<file path="config.mk">
export PLATFORM = sky130hd
export DESIGN_NAME = com_color_scheduler_flat
export DESIGN_NICKNAME = d
export VERILOG_FILES = /design/src/rtl/com_color_scheduler_pkg.sv /design/src/rtl/com_color_scheduler_if.sv /design/src/rtl/com_color_scheduler_next_color.sv /design/src/rtl/com_color_scheduler.sv /design/src/flat_wrapper.sv
export SDC_FILE = /design/constraint.sdc
export NUM_CORES = 1
export LEC_CHECK = 0
export BUFFER_PORTS_ARGS = -buffer_cell sky130_fd_sc_hd__buf_2
export CAP_MARGIN = 40
export CORE_UTILIZATION = 35
export CTS_CLUSTER_SIZE = 30
export DETAILED_ROUTE_END_ITERATION = 12
export HOLD_SLACK_MARGIN = 0.02
export PLACE_DENSITY_LB_ADDON = 0.12
export SKIP_LAST_GASP = 1
export SLEW_MARGIN = 30
export SYNTH_ARGS = -nofsm -noshare
export SYNTH_HDL_FRONTEND = slang
export SYNTH_SLANG_ARGS = --single-unit
</file>
<file path="constraint.sdc">
create_clock -name clk -period 2.44 [get_ports clk]
set_clock_uncertainty 0.1 [all_clocks]
set_input_delay 0.122 -clock clk [delete_from_list [all_inputs] [get_ports clk]]
set_output_delay 0.122 -clock clk [all_outputs]
set_load 0.01 [all_outputs]
</file>
<file path="src/rtl/com_color_scheduler_pkg.sv">
// Shared types and constants for the centre-of-mass colour scheduler.
package com_pkg;

   // Colour codes as seen by centerOfMass on colorSelect (3 is never driven)
   localparam logic [1:0] COLOR_RED   = 2'd0;
   localparam logic [1:0] COLOR_GREEN = 2'd1;
   localparam logic [1:0] COLOR_BLUE  = 2'd2;

   // Width of one centre coordinate coming out of the divider
   localparam int COM_W = 10;

   // Frame sequencer states
   typedef enum logic [1:0] {
      S_SYNC    = 2'd0,
      S_ACCUM   = 2'd1,
      S_DIVWAIT = 2'd2
   } com_state_e;

endpackage

</file>
<file path="src/rtl/com_color_scheduler_if.sv">
// Per-colour result bus from the scheduler to downstream consumers.
//
// Handshake: resultStrobe is a one-cycle valid pulse with no ready/backpressure;
// in the strobe cycle resultColor names the bank slot that was just written, and
// centerX/centerY/centerValid already show the new contents. Consumers that miss
// the pulse can still read the bank at any time; centerValid tells them whether
// a slot is fresh.
interface com_color_scheduler_if;
   import com_pkg::*;

   logic [3*COM_W-1:0] centerX;      // {blue, green, red}
   logic [3*COM_W-1:0] centerY;      // {blue, green, red}
   logic [2:0]         centerValid;
   logic               resultStrobe;
   logic [1:0]         resultColor;

   modport master (
      output centerX, centerY, centerValid, resultStrobe, resultColor
   );

   modport slave (
      input centerX, centerY, centerValid, resultStrobe, resultColor
   );

endinterface

</file>
<file path="src/rtl/com_color_scheduler_next_color.sv">
// Combinational colour picker: next enabled colour after the current one in
// red->green->blue->red order, and the lowest enabled colour.
module com_next_color
   import com_pkg::*;
(
   input  logic [1:0] i_color,
   input  logic [2:0] i_mask,
   output logic [1:0] o_next,
   output logic [1:0] o_lowest
);

   // Lowest enabled colour; with an empty mask the current colour is kept
   always_comb begin
      o_lowest = i_color;
      if (i_mask[0])      o_lowest = COLOR_RED;
      else if (i_mask[1]) o_lowest = COLOR_GREEN;
      else if (i_mask[2]) o_lowest = COLOR_BLUE;
   end

   // Search forward with wrap; a lone enabled colour maps to itself
   always_comb begin
      o_next = i_color;
      case (i_color)
         COLOR_RED:   o_next = i_mask[1] ? COLOR_GREEN : (i_mask[2] ? COLOR_BLUE  : COLOR_RED);
         COLOR_GREEN: o_next = i_mask[2] ? COLOR_BLUE  : (i_mask[0] ? COLOR_RED   : COLOR_GREEN);
         default:     o_next = i_mask[0] ? COLOR_RED   : (i_mask[1] ? COLOR_GREEN : COLOR_BLUE);
      endcase
   end

endmodule

</file>
<file path="src/rtl/com_color_scheduler.sv">
// Frame-level sequencer for centerOfMass: rotates colorSelect over the enabled
// colours, waits out the divider after each frame, and banks per-colour centres
// with valid/stale tracking.
module com_color_scheduler
   import com_pkg::*;
#(
   parameter int DIV_LATENCY      = 32,
   parameter int FRAMES_PER_COLOR = 1,
   parameter int STALE_FRAMES     = 8
) (
   input  logic                  clk,
   input  logic                  reset,        // asynchronous, active-low
   input  logic [10:0]           x,
   input  logic [9:0]            y,
   input  logic [2:0]            colorEnable,
   input  logic [COM_W-1:0]      xCenter,
   input  logic [COM_W-1:0]      yCenter,
   output logic [1:0]            colorSelect,
   output logic                  overrun,
   output com_state_e            dbg_state,
   com_color_scheduler_if.master res
);

   localparam int LAT_W   = $clog2(DIV_LATENCY + 1);
   localparam int DWELL_W = (FRAMES_PER_COLOR > 1) ? $clog2(FRAMES_PER_COLOR + 1) : 1;
   localparam int STALE_W = $clog2(STALE_FRAMES + 1);

   localparam logic [LAT_W-1:0]   LAT_INIT   = LAT_W'(DIV_LATENCY - 1);
   localparam logic [DWELL_W-1:0] DWELL_LAST = DWELL_W'(FRAMES_PER_COLOR - 1);
   localparam logic [DWELL_W-1:0] DWELL_MAX  = '1;
   localparam logic [STALE_W-1:0] STALE_LAST = STALE_W'(STALE_FRAMES - 1);
   localparam logic [STALE_W-1:0] STALE_MAX  = '1;

   com_state_e         r_state;
   com_state_e         w_state_next;
   logic               r_origin_d;
   logic               w_fs;
   logic [1:0]         r_color;
   logic [1:0]         w_color_next;
   logic [DWELL_W-1:0] r_dwell;
   logic [DWELL_W-1:0] w_dwell_next;
   logic [1:0]         w_next;
   logic [1:0]         w_lowest;
   logic [LAT_W-1:0]   r_lat;
   logic [1:0]         r_pend;
   logic               w_capture;
   logic               w_load_pend;
   logic               w_overrun_set;
   logic               r_overrun;
   logic               r_strobe;
   logic [1:0]         r_rcolor;
   logic [COM_W-1:0]   r_cx [3];
   logic [COM_W-1:0]   r_cy [3];
   logic [2:0]         r_valid;
   logic [STALE_W-1:0] r_stale [3];

   // Frame start is the rising edge of "pixel is at the origin"
   assign w_fs = (x == 11'd0) && (y == 10'd0) && !r_origin_d;

   com_next_color u_next_color (
      .i_color  (r_color),
      .i_mask   (colorEnable),
      .o_next   (w_next),
      .o_lowest (w_lowest)
   );

   // Colour rule, evaluated only on frame start against the enable mask seen then
   always_comb begin
      w_color_next = r_color;
      w_dwell_next = r_dwell;
      if (w_fs && (colorEnable != 3'b000)) begin
         if (!colorEnable[r_color]) begin
            w_color_next = w_lowest;
            w_dwell_next = '0;
         end else if (r_dwell == DWELL_LAST) begin
            w_color_next = w_next;
            w_dwell_next = '0;
         end else if (r_dwell != DWELL_MAX) begin
            w_dwell_next = r_dwell + DWELL_W'(1);
         end
      end
   end

   // Next state: the first frame is discarded, then each frame arms a capture
   always_comb begin
      w_state_next  = r_state;
      w_capture     = 1'b0;
      w_load_pend   = 1'b0;
      w_overrun_set = 1'b0;
      case (r_state)
         S_SYNC: begin
            if (w_fs) w_state_next = S_ACCUM;
         end
         S_ACCUM: begin
            if (w_fs) begin
               w_load_pend  = 1'b1;
               w_state_next = S_DIVWAIT;
            end
         end
         S_DIVWAIT: begin
            if (w_fs) begin
               // A new frame before the divider settled: drop the old capture
               w_load_pend   = 1'b1;
               w_overrun_set = 1'b1;
            end else if (r_lat == '0) begin
               w_capture    = 1'b1;
               w_state_next = S_ACCUM;
            end
         end
         default: w_state_next = S_SYNC;
      endcase
   end

   // State, colour selection, frame-start edge detect and divider wait counter
   always_ff @(posedge clk or negedge reset) begin
      if (!reset) begin
         r_state    <= S_SYNC;
         r_origin_d <= 1'b0;
         r_color    <= COLOR_RED;
         r_dwell    <= '0;
         r_lat      <= '0;
         r_pend     <= COLOR_RED;
      end else begin
         r_state    <= w_state_next;
         r_origin_d <= (x == 11'd0) && (y == 10'd0);
         r_color    <= w_color_next;
         r_dwell    <= w_dwell_next;
         if (w_load_pend) begin
            r_pend <= r_color;
            r_lat  <= LAT_INIT;
         end else if ((r_state == S_DIVWAIT) && (r_lat != '0)) begin
            r_lat  <= r_lat - LAT_W'(1);
         end
      end
   end

   // Result bank with per-colour staleness; a capture beats a stale clear
   always_ff @(posedge clk or negedge reset) begin
      if (!reset) begin
         r_valid <= 3'b000;
         for (int c = 0; c < 3; c++) begin
            r_cx[c]    <= '0;
            r_cy[c]    <= '0;
            r_stale[c] <= '0;
         end
      end else begin
         for (int c = 0; c < 3; c++) begin
            if (w_capture && (r_pend == 2'(c))) begin
               r_cx[c]    <= xCenter;
               r_cy[c]    <= yCenter;
               r_valid[c] <= 1'b1;
               r_stale[c] <= '0;
            end else if (w_fs && r_valid[c]) begin
               if (r_stale[c] != STALE_MAX) r_stale[c] <= r_stale[c] + STALE_W'(1);
               if (r_stale[c] >= STALE_LAST) r_valid[c] <= 1'b0;
            end
         end
      end
   end

   // Capture strobe one cycle after the write decision, and sticky overrun
   always_ff @(posedge clk or negedge reset) begin
      if (!reset) begin
         r_strobe  <= 1'b0;
         r_rcolor  <= COLOR_RED;
         r_overrun <= 1'b0;
      end else begin
         r_strobe <= w_capture;
         if (w_capture)     r_rcolor  <= r_pend;
         if (w_overrun_set) r_overrun <= 1'b1;
      end
   end

   assign colorSelect      = r_color;
   assign overrun          = r_overrun;
   assign dbg_state        = r_state;
   assign res.centerX      = {r_cx[2], r_cx[1], r_cx[0]};
   assign res.centerY      = {r_cy[2], r_cy[1], r_cy[0]};
   assign res.centerValid  = r_valid;
   assign res.resultStrobe = r_strobe;
   assign res.resultColor  = r_rcolor;

endmodule

</file>
<file path="src/flat_wrapper.sv">
// flat-port wrapper written by rule: the top's interface ports become plain ports
module com_color_scheduler_flat import com_pkg::*;
#(
   parameter int DIV_LATENCY      = 32,
   parameter int FRAMES_PER_COLOR = 1,
   parameter int STALE_FRAMES     = 8
)
  (clk, reset, x, y, colorEnable, xCenter, yCenter, colorSelect, overrun, dbg_state, res_centerX, res_centerY, res_centerValid, res_resultStrobe, res_resultColor);
  com_color_scheduler_if res_i ();
  input  logic clk;
  input  logic reset;
  input  logic [10:0] x;
  input  logic [9:0] y;
  input  logic [2:0] colorEnable;
  input  logic [COM_W-1:0] xCenter;
  input  logic [COM_W-1:0] yCenter;
  output logic [1:0] colorSelect;
  output logic overrun;
  output com_state_e dbg_state;
  output wire logic [$bits(res_i.centerX)-1:0] res_centerX;
  output wire logic [$bits(res_i.centerY)-1:0] res_centerY;
  output wire logic [$bits(res_i.centerValid)-1:0] res_centerValid;
  output wire logic [$bits(res_i.resultStrobe)-1:0] res_resultStrobe;
  output wire logic [$bits(res_i.resultColor)-1:0] res_resultColor;
  assign res_centerX = res_i.centerX;
  assign res_centerY = res_i.centerY;
  assign res_centerValid = res_i.centerValid;
  assign res_resultStrobe = res_i.resultStrobe;
  assign res_resultColor = res_i.resultColor;
  com_color_scheduler #(.DIV_LATENCY(DIV_LATENCY), .FRAMES_PER_COLOR(FRAMES_PER_COLOR), .STALE_FRAMES(STALE_FRAMES)) u_core (.clk(clk), .reset(reset), .x(x), .y(y), .colorEnable(colorEnable), .xCenter(xCenter), .yCenter(yCenter), .colorSelect(colorSelect), .overrun(overrun), .dbg_state(dbg_state), .res(res_i));
endmodule
</file>
Yosys cells after proc, flatten, opt, wreduce, memory -nomap -nowiden
Index checks and enable logic that the tools add are counted.

$add $sub $neg: 4. Magnitude comparators: 4. Equality and inequality tests: 13. Mux-type cells: 47. Reductions and logical operators: 39.

Operator list (number): 2-to-1 mux 4 bit (9); 2-to-1 mux 2 bit (14); nonzero test 2 bit (10); 2-to-1 mux 1 bit (19); adder 4 x 1 -> 4 bit, second input constant (3); greater-or-equal comparator 4 x 3 -> 1 bit, second input constant (3); 2-to-1 mux 6 bit (2); inequality test 4 bit, second input constant (3); AND reduction 2 bit (6); logical NOT 11 bit (1); logical AND 1 bit (10); logical NOT 10 bit (1); equality test 2 x 1 -> 1 bit, second input constant (3); logical NOT 2 bit (3); logical NOT 6 bit (1); inequality test 2 x 1 -> 1 bit, second input constant (3); one-hot mux 2 bit (3 select lines) (1); nonzero test 6 bit (1); subtractor 6 x 1 -> 6 bit, second input constant (1); equality test 2 bit, second input constant (2); inequality test 2 bit, second input constant (2); one-hot mux 2 bit (2 select lines) (1); AND reduction 4 bit (1); nonzero test 4 bit (1); 6 further kinds (6).

Bits in registers: 93. Input port bits: 46. Output and inout bits: 71. Word-level logic and storage cells: 128.

Longest topological paths before layout
Gate-level depths: netlist of run 1.

Depth after elaboration: 8. Depth in mapped cells: 8. Mapped depth without buffers: 7.

Modules after synthesis
A second synthesis of run 1 with hierarchy kept.

Cell total of the unflattened synthesis: 308. Area, all modules: 4209.0 um2.

Modules (own cells, without submodules): com_color_scheduler (instances 1, cells an instance 295, area an instance 4124.0 um2, sequential area each 2327.2 um2); com_next_color (instances 1, cells an instance 13, area an instance 85.1 um2, sequential area each 0.0 um2).

Worst setup path before layout of run 1
Ideal clock, no wire load.

Path type: register to register. Start point: register u_core.r_lat[0]. End point: register u_core.r_cx, in the netlist u_core.res.centerX[23]. Library setup time: 0.125 ns. Arrival: 2.213 ns. Required time: 2.215 ns. Path slack: 0.002 ns. Stages on the path, launching flop included: 9. Path buffers: 1. Clock period less this slack: 2.438 ns. Cells stage by stage: dfrtp_1 > inv_1 > ha_1 > or3b_4 > nor3_4 > o311ai_4 > nor3b_4 > buf_8 > mux2_4.

Cells in the longest elaborated chain, start to end: 5.

RTL lines: start, declared (line com_color_scheduler.sv:44) `logic [LAT_W-1:0] r_lat;`; start signal, assigned (line com_color_scheduler.sv:132) `r_lat <= r_lat - LAT_W'(1);`; logical NOT 6 bit (line com_color_scheduler.sv:105) `end else if (r_lat == '0) begin`; 2-to-1 mux 1 bit (line com_color_scheduler.sv:105); 2-to-1 mux 1 bit (line com_color_scheduler.sv:101) `if (w_fs) begin`; 2-to-1 mux 1 bit (line com_color_scheduler.sv:90) `case (r_state)`; logical AND 1 bit (line com_color_scheduler.sv:148) `if (w_capture && (r_pend == 2'(c))) begin`; end signal, assigned by index (line com_color_scheduler.sv:149) `r_cx[c] <= xCenter;`; end, declared (line com_color_scheduler.sv:52) `logic [COM_W-1:0] r_cx [3];`.

No other way between the ends. A chain may end at the register's enable or synchronous reset.

Final worst setup path of run 1
Start point: register u_core.r_lat[1]. End point: register u_core.r_cx, in the netlist u_core.res.centerX[22].

Same word-level chain as after synthesis.

==> summary.txt, run 1 <==
synth top area cells: dfrtp_1, mux2_4, mux2_2
WP data arrival: 2.51 ns
post-DP HPWL: 6.22 mm
Pwr Density: 623 mW/mm²
share of the synthesized area in the top cell type: 55.0%
final hold vios: 0
area grow syn2layout: 36.1%
RSZ-0062 raised after global routing: true
H-Tree Depth: 3
largest stage delay on the critical path: 0.40 ns
number of port buffers: 116
Leak: 2.98 nW
total CTS buffers: 9
core area: 0.0116 mm²
Post-DP Area: 0.00509 mm²
worst slew pin tran: 0.621 ns
DRC violations left: 8
net switching power: 0.930 mW
Setup TNS Final: 0 ns
Setup CP Type: reg -> reg
global-route wire length before repair: 14.7 mm
vias post-DR: 2916
starting density of the core: 36.4%
distinct cell type count after synthesis: 40
Worst setup startpoint: u_core.r_lat[1]
worst-path fanout max: 8
ANT nets after route: 0
Place WS: -0.0235 ns
HP Class: in -> reg
First-pass DRT Iterations: 10
antenna cell count: 0
Clock Sinks: 93
register share of total power: 46.3%
final WL: 8.92 mm
Die ar.: 0.0125 mm²
final setup margin: 0.0547 ns
part of the power in the clock network: 40.7%
IR drop worst, VDD: 0.453 mV
CTS tree: yes
I/O pin count: 117
reg-to-reg setup timing slack: 0.05 ns
WL per Instance: 14.5 µm
Final GP Congestion: 0.732
area leader, netlist: dfrtp_1
max-cap violation count: 0
most common cell after layout, fill and taps aside: buf_2
initial antenna violation count: 0
Synth Net Count: 354
Crit. End Element: flop
Hold Worst Slack: 0.0479 ns
Syn Std Cell Area: 0.00423 mm²
Clock Tree Buf Depth: 2
Worst EP required: 2.57 ns
failing checks: DRC
Worst-path clk slew: 0.07 ns
Iter 0 DRT Violations: 107
vias per std cell: 4.75
synthesized flop and latch total: 93
Placement Rows: 39
Pint: 2.66 mW
vias in the first global route: 2868
max-slew violations: 0
cell count after synthesis: 299
total track usage: 14.9%
worst setup path end: u_core.res.centerX[22]
syn_area_per_cell: 14.1 µm²
Clk Latency, worst-skew pair: 0.34 ns
Final Cycle Share: 97.8%
design area: 0.00576 mm²
Net count, final: 521
CP Launch Type: flop
most frequent cells in the layout: buf_2, dfrtp_1, mux2_4, mux2_2, dlygate4sd3_1
CP max-delay cell: or3b_4
cells along the critical path: inv_1 > ha_1 > or3b_4 > nor3_4 > o311ai_4 > nor3b_4 > buf_6 > buf_8 > mux2_2
Yosys warning total: 0
fmax: 419 MHz
reg-to-reg endpoint: u_core.res.centerX[22]
largest net degree at the start of global routing: 49
sequential share of the synthesized area: 55.0%
Root Buffer: clkbuf_16
outcome: finished, violations left
Gate power share: 13.0%
hold path depth: 3
Chip Width: 112 µm
die height: 112 µm
Sw Share: 25.9%
Hold Startpoint: colorEnable[1]
Period minus WS final: 2.39 ns
setup violators final: 0
gr ovfl total: 0
r2r worst-path depth: 9
layout cells sized above 1: 51.2%
RR Startpoint: u_core.r_lat[1]
Slew HR: 58.6%
## worst min path at each step
stage                            end  slack (ns)
6_report       u_core.colorSelect[1]        0.05
5_1_grt            u_core.r_origin_d        0.11
4_1_cts        u_core.colorSelect[1]        0.04
3_5_place_dp   u_core.res.centerY[6]        0.08
3_3_place_gp   u_core.res.centerY[6]        0.08
2_1_floorplan  u_core.colorSelect[0]       -0.27
## critical path, delay by kind of cell, from the launching register on
family / cells / cell delay [ns]
and+or+nand+nor: 3 / 0.76
DFF: 1 / 0.39
buffers and inverters: 3 / 0.36
muxes: 1 / 0.33
AOI/OAI and AO/OA: 1 / 0.18
adders and majority gates: 1 / 0.14
## flip-flops by register name (all words and copies together) (netlist names)
name and flops:
u_core.overrun 1, u_core.res.resultColor 2, u_core.r_origin_d 1, u_core.res.centerX 30
u_core.colorSelect 2, u_core.r_pend 2, u_core.r_lat 6, u_core.r_dwell 1
u_core.r_stale 12, u_core.res.centerValid 3, u_core.res.centerY 30, u_core.dbg_state 2
u_core.res.resultStrobe 1
## per-layer routing
layer / vias to the layer above / share of wire, % / track usage [%]
met2: 67 / 47 / 24.2
met1: 1448 / 47 / 19.5
li1: 1392 / - / -
met4: 0 / 1.1 / 4.53
met5: - / 0 / 0
met3: 9 / 5.1 / 4.25
## per-stage QoR
stage               power [mW]  util [%]  cells
global placement          2.13      43.9    569
finish                    3.59      49.6    614
CTS                       3.64      48.4    606
floorplan                 1.94         -    299
detailed placement        2.14      43.9    569
global route              3.78      49.6    614
## repair_timing
item | in CTS | in global routing
gates cloned | 0 | 2
endpoints found under the hold margin | 105 | 0
setup endpoints to repair | 8 | 58
buffers inserted | 0 | 6
hold buffers | 21 | 0
gates resized for setup | 1 | 12
pin swaps | 0 | 1
## power groups by stage
stage          clock network [mW]  logic [mW]  registers (mW)
2_1_floorplan                   0       0.253            1.69
6_report                     1.46       0.466            1.66
3_3_place_gp                    0       0.436            1.69
4_1_cts                      1.51       0.474            1.66
5_1_grt                      1.58       0.531            1.67
3_5_place_dp                    0       0.446            1.69
## Yosys cell counts
cell / count
a21o_1: 1
a21oi_1: 8
a311o_1: 1
a31oi_1: 1
and3_1: 1
and4b_1: 1
buf_6: 5
buf_8: 1
clkbuf_1: 2
dfrtp_1: 93
ha_1: 9
inv_1: 10
mux2_1: 5
mux2_2: 21
mux2_4: 40
mux2i_1: 3
nand2_1: 9
nand2_2: 1
nand2b_1: 4
nand3_1: 5
nand4_1: 3
nand4_2: 1
nor2_1: 19
nor2b_1: 3
nor3_1: 9
nor3_4: 2
nor3b_4: 2
nor4_1: 2
nor4_2: 5
nor4_4: 1
o211ai_1: 1
o21ai_0: 10
o21bai_1: 1
o311ai_4: 1
o31ai_2: 1
o41ai_1: 1
or2_2: 1
or3_1: 2
or3b_4: 1
xnor2_1: 12
## cell families (layout without fill, tap and decap cells)
logic type,Yosys count,after routing,synth area share (%)
flip-flops,93,93,55.0
AND/OR/NAND/NOR,72,72,11.1
multiplexers,69,69,21.8
adder cells (fa/ha/maj),9,9,2.66
XOR/XNOR,12,12,2.48
buffers and inverters,18,190,2.75
AO/OA/AOI/OAI,26,26,4.17
## final cells by class
class / instances / area (µm²)
clock buffers: 9 / 225
clock inverters: 7 / 86.3
multi-input cells: 188 / 1800
repair buffers: 164 / 1100
well taps: 143 / 179
fillers: 1038 / 5860
flip-flops and latches: 93 / 2330
inverters: 10 / 37.5
(Power assumes the default switching activity.)
==> inputs of run 2 (changes only) <==
- ABC_AREA: default -> 1
==> summary.txt, run 2 <==
count leader, synth: nand2_1
area leader, netlist: dfrtp_1
Clk Latency, worst-skew pair: 0.34 ns (about the same)
part of the power in the clock network: 41.4% (+0.7 points)
ANT nets after route: 0 (unchanged)
Post-synth EDFFs: 0 (unchanged)
Period minus WS final: 2.00 ns (-0.382 ns)
initial antenna violation count: 0 (unchanged)
Root Buffer: clkbuf_16
area grow syn2layout: 29.2%
RSZ-0062 raised after global routing: false
Pwr Density: 635 mW/mm² (+1.8%)
Synth Area in Adders: 2.68% (+0.014 points)
CP Launch Type: flop
total track usage: 16.4% (+1.4 points)
WL per Instance: 12.0 µm (-18%)
First-pass DRT Iterations: 8 (-2)
Placement Rows: 39 (unchanged)
synthesized flop and latch total: 93 (unchanged)
Net count, final: 693 (+33%)
syn_area_per_cell: 8.43 µm² (-40%)
postcts setup bufs: 0 (unchanged)
Setup TNS Final: 0 ns (unchanged)
RR Startpoint: u_core.dbg_state[0]
Synth Net Count: 554 (+56%)
Slew HR: 63.9% (+5.3 points)
Iter 0 DRT Violations: 217 (+100%)
Place WS: 0.405 ns (+0.429 ns)
Die ar.: 0.0125 mm² (-0.53%)
core area: 0.0116 mm² (-0.42%)
Gate power share: 11.1% (-1.9 points)
sequential share of the synthesized area: 55.3% (+0.29 points)
Final GP Congestion: 0.749 (+2.4%)
antenna cell count: 0 (unchanged)
DRC violations left: 11 (+3)
Hold Startpoint: colorEnable[1]
most common cell after layout, fill and taps aside: nand2_1
vias post-DR: 3531 (+21%)
Sw Share: 24.5% (-1.5 points)
Leak: 3.15 nW (+5.7%)
Synth Area in XOR/XNOR: 0.624% (-1.9 points)
setup violators final: 0 (unchanged)
distinct cell type count after synthesis: 26 (-35%)
H-Tree Depth: 3 (unchanged)
max-slew violations: 0 (unchanged)
Top FF cell, synth: dfrtp_1
Final Cycle Share: 82.1% (-16 points)
total CTS buffers: 9 (unchanged)
IR drop worst, VDD: 0.447 mV (-1.3%)
Clock Sinks: 93 (unchanged)
final setup margin: 0.436 ns (+0.382 ns)
largest family of logic cells by synthesized area: simple AND/OR/NAND/NOR gates
largest stage delay on the critical path: 0.44 ns (+0.04 ns)
Worst EP required: 2.58 ns (about the same)
final WL: 9.40 mm (+5.4%)
worst-path fanout max: 44 (+36)
most frequent CP cell: inv_1
Worst-path clk slew: 0.06 ns (about the same)
max-cap violation count: 0 (unchanged)
layout cells sized above 1: 23.0% (-28 points)
Crit. End Element: flop
crit-path leading delay family: simple AND/OR/NAND/NOR gates
vias in the first global route: 3470 (+21%)
Yosys warning total: 0 (unchanged)
Hold EP: u_core.colorSelect[1]
failing checks: DRC
net switching power: 0.843 mW (-9.3%)
worst slew pin tran: 0.541 ns (-0.0800 ns)
compound-cell area share of the yosys netlist: 7.05% (+2.9 points)
Syn Std Cell Area: 0.00421 mm² (-0.53%)
reg-to-reg setup timing slack: 0.44 ns (+0.38 ns)
Chip Width: 112 µm (-0.26%)
CP max-delay cell: dfrtp_1
reg-to-reg endpoint: u_core.res.centerY[18]
Setup CP Type: reg -> reg
register share of total power: 47.5% (+1.2 points)
cell count after synthesis: 499 (+67%)
HP Class: in -> reg
number of port buffers: 116 (unchanged)
Async SR Flop Fraction: 100% (unchanged)
final hold vios: 0 (unchanged)
hold path depth: 4 (+1)
post-DP HPWL: 6.47 mm (+4.1%)
CTS tree: yes
vias per std cell: 4.49 (-5.4%)
I/O pin count: 117 (unchanged)
die height: 112 µm (-0.26%)
global-route wire length before repair: 16.3 mm (+10%)
starting density of the core: 36.4% (-0.041 points)
commonest cells in the synthesized netlist: nand2_1, dfrtp_1, inv_1
most frequent cells in the layout: nand2_1, buf_2, dfrtp_1, inv_1, nor2_1
share of the synthesized area in the top cell type: 55.3% (+0.29 points)
Pwr Total: 3.45 mW (-3.9%)
r2r worst-path depth: 6 (-3)
largest net degree at the start of global routing: 94 (+92%)
simple-gate share of the synthesized area: 26.1% (+15 points)
synth top area cells: dfrtp_1, nand2_1, inv_1
Crit path buffers/inverters: 2 (-1)
post-synthesis mux area share: 0% (-22 points)
outcome: finished, violations left
fmax: 499 MHz (+19%)
Pint: 2.61 mW (-2.0%)
gr ovfl total: 0 (unchanged)
layout filler cell count: 1156 (+11%)
Clock Tree Buf Depth: 2 (unchanged)
WP data arrival: 2.15 ns (-0.36 ns)
cells along the critical path: inv_1 > ha_1 > inv_1 > nor2_4 > nand3_4 > o21ai_0
[run 2: cell count changes in the layout (fill, tap and decap cells not counted), moves of 5 or more]
cell and change:
inv_1 +54, nand2_1 +172, mux2_2 -21, buf_4 -13
mux2_4 -44, o21ai_1 +37, nor4_2 -5, nor2_1 +21
nand3_1 +8, xnor2_1 -12, nand4_1 +5, nor3_1 -6
[run 2: area by class of cell]
type / count / area (µm²) / area share (%)
inverters: 63 / 236 / 4.35
clock buffers: 11 / 253 / 4.65
well taps: 143 / 179 / 3.29
multi-input cells: 329 / 1540 / 28.2
repair buffers: 142 / 846 / 15.6
flip-flops and latches: 93 / 2330 / 42.8
clock inverters: 5 / 58.8 / 1.08
[run 2: power by group through the flow]
stage | Clock (mW) | Sequential, mW | Combinational [mW]
detailed placement | 0 | 1.67 | 0.360
global placement | 0 | 1.66 | 0.356
finish | 1.43 | 1.64 | 0.384
CTS | 1.48 | 1.64 | 0.389
global route | 1.52 | 1.64 | 0.451
floorplan | 0 | 1.66 | 0.220
[run 2: worst reg2reg max path, delay by kind of cell (launching register included)]
kind	cells	cell delay, ns
and+or+nand+nor	2	0.65
DFF	1	0.44
adders and majority gates	1	0.21
AOI/OAI and AO/OA	1	0.33
buffers and inverters	2	0.18
[run 2: routing by layer]
layer  GRT usage, %  routed length [µm]  up-vias
li1               -                   -     1824
met1           20.1                4280     1609
met2           27.3                4460       90
met3           4.57                 555        8
met4           6.40                 107        0
met5              0                   0        -
[run 2: kinds of logic after synthesis]
| family | after synthesis |
|---|---|
| AOI/OAI and AO/OA | 58 |
| and+or+nand+nor | 259 |
| DFF | 93 |
| buffers and inverters | 77 |
| xor gates and xnor gates | 3 |
| adders and majority gates | 9 |
[run 2: through the flow]
step / util (%) / cell area [µm²] / hold WS [ns] / cells
after floorplan: - / 4210 / -0.274 / 499
after global placement: 42.4 / 4900 / 0.118 / 748
after detailed placement: 42.4 / 4900 / 0.121 / 748
after CTS: 47.0 / 5440 / 0.0284 / 786
after global routing: 47.0 / 5440 / 0.0717 / 786
final: 47.0 / 5440 / 0.0409 / 786
[run 2: worst max-delay path by stage]
stage | start | to | slack, ns | cells after the start
floorplan | u_core.dbg_state[0] | u_core.res.centerY[21] | 0.74 | 9
finish | u_core.dbg_state[0] | u_core.res.centerY[18] | 0.44 | 6
CTS | u_core.dbg_state[0] | u_core.res.centerY[18] | 0.39 | 6
global route | u_core.dbg_state[0] | u_core.res.centerY[12] | 0.18 | 7
global placement | u_core.dbg_state[0] | u_core.res.centerY[18] | 0.47 | 6
detailed placement | u_core.dbg_state[0] | u_core.res.centerY[18] | 0.41 | 6
[run 2: what timing repair did]
action | in CTS | in global routing
hold buffers | 22 | 0
gates resized for setup | 0 | 0
hold endpoints to repair | 154 | 0
setup endpoints to repair | 0 | 0
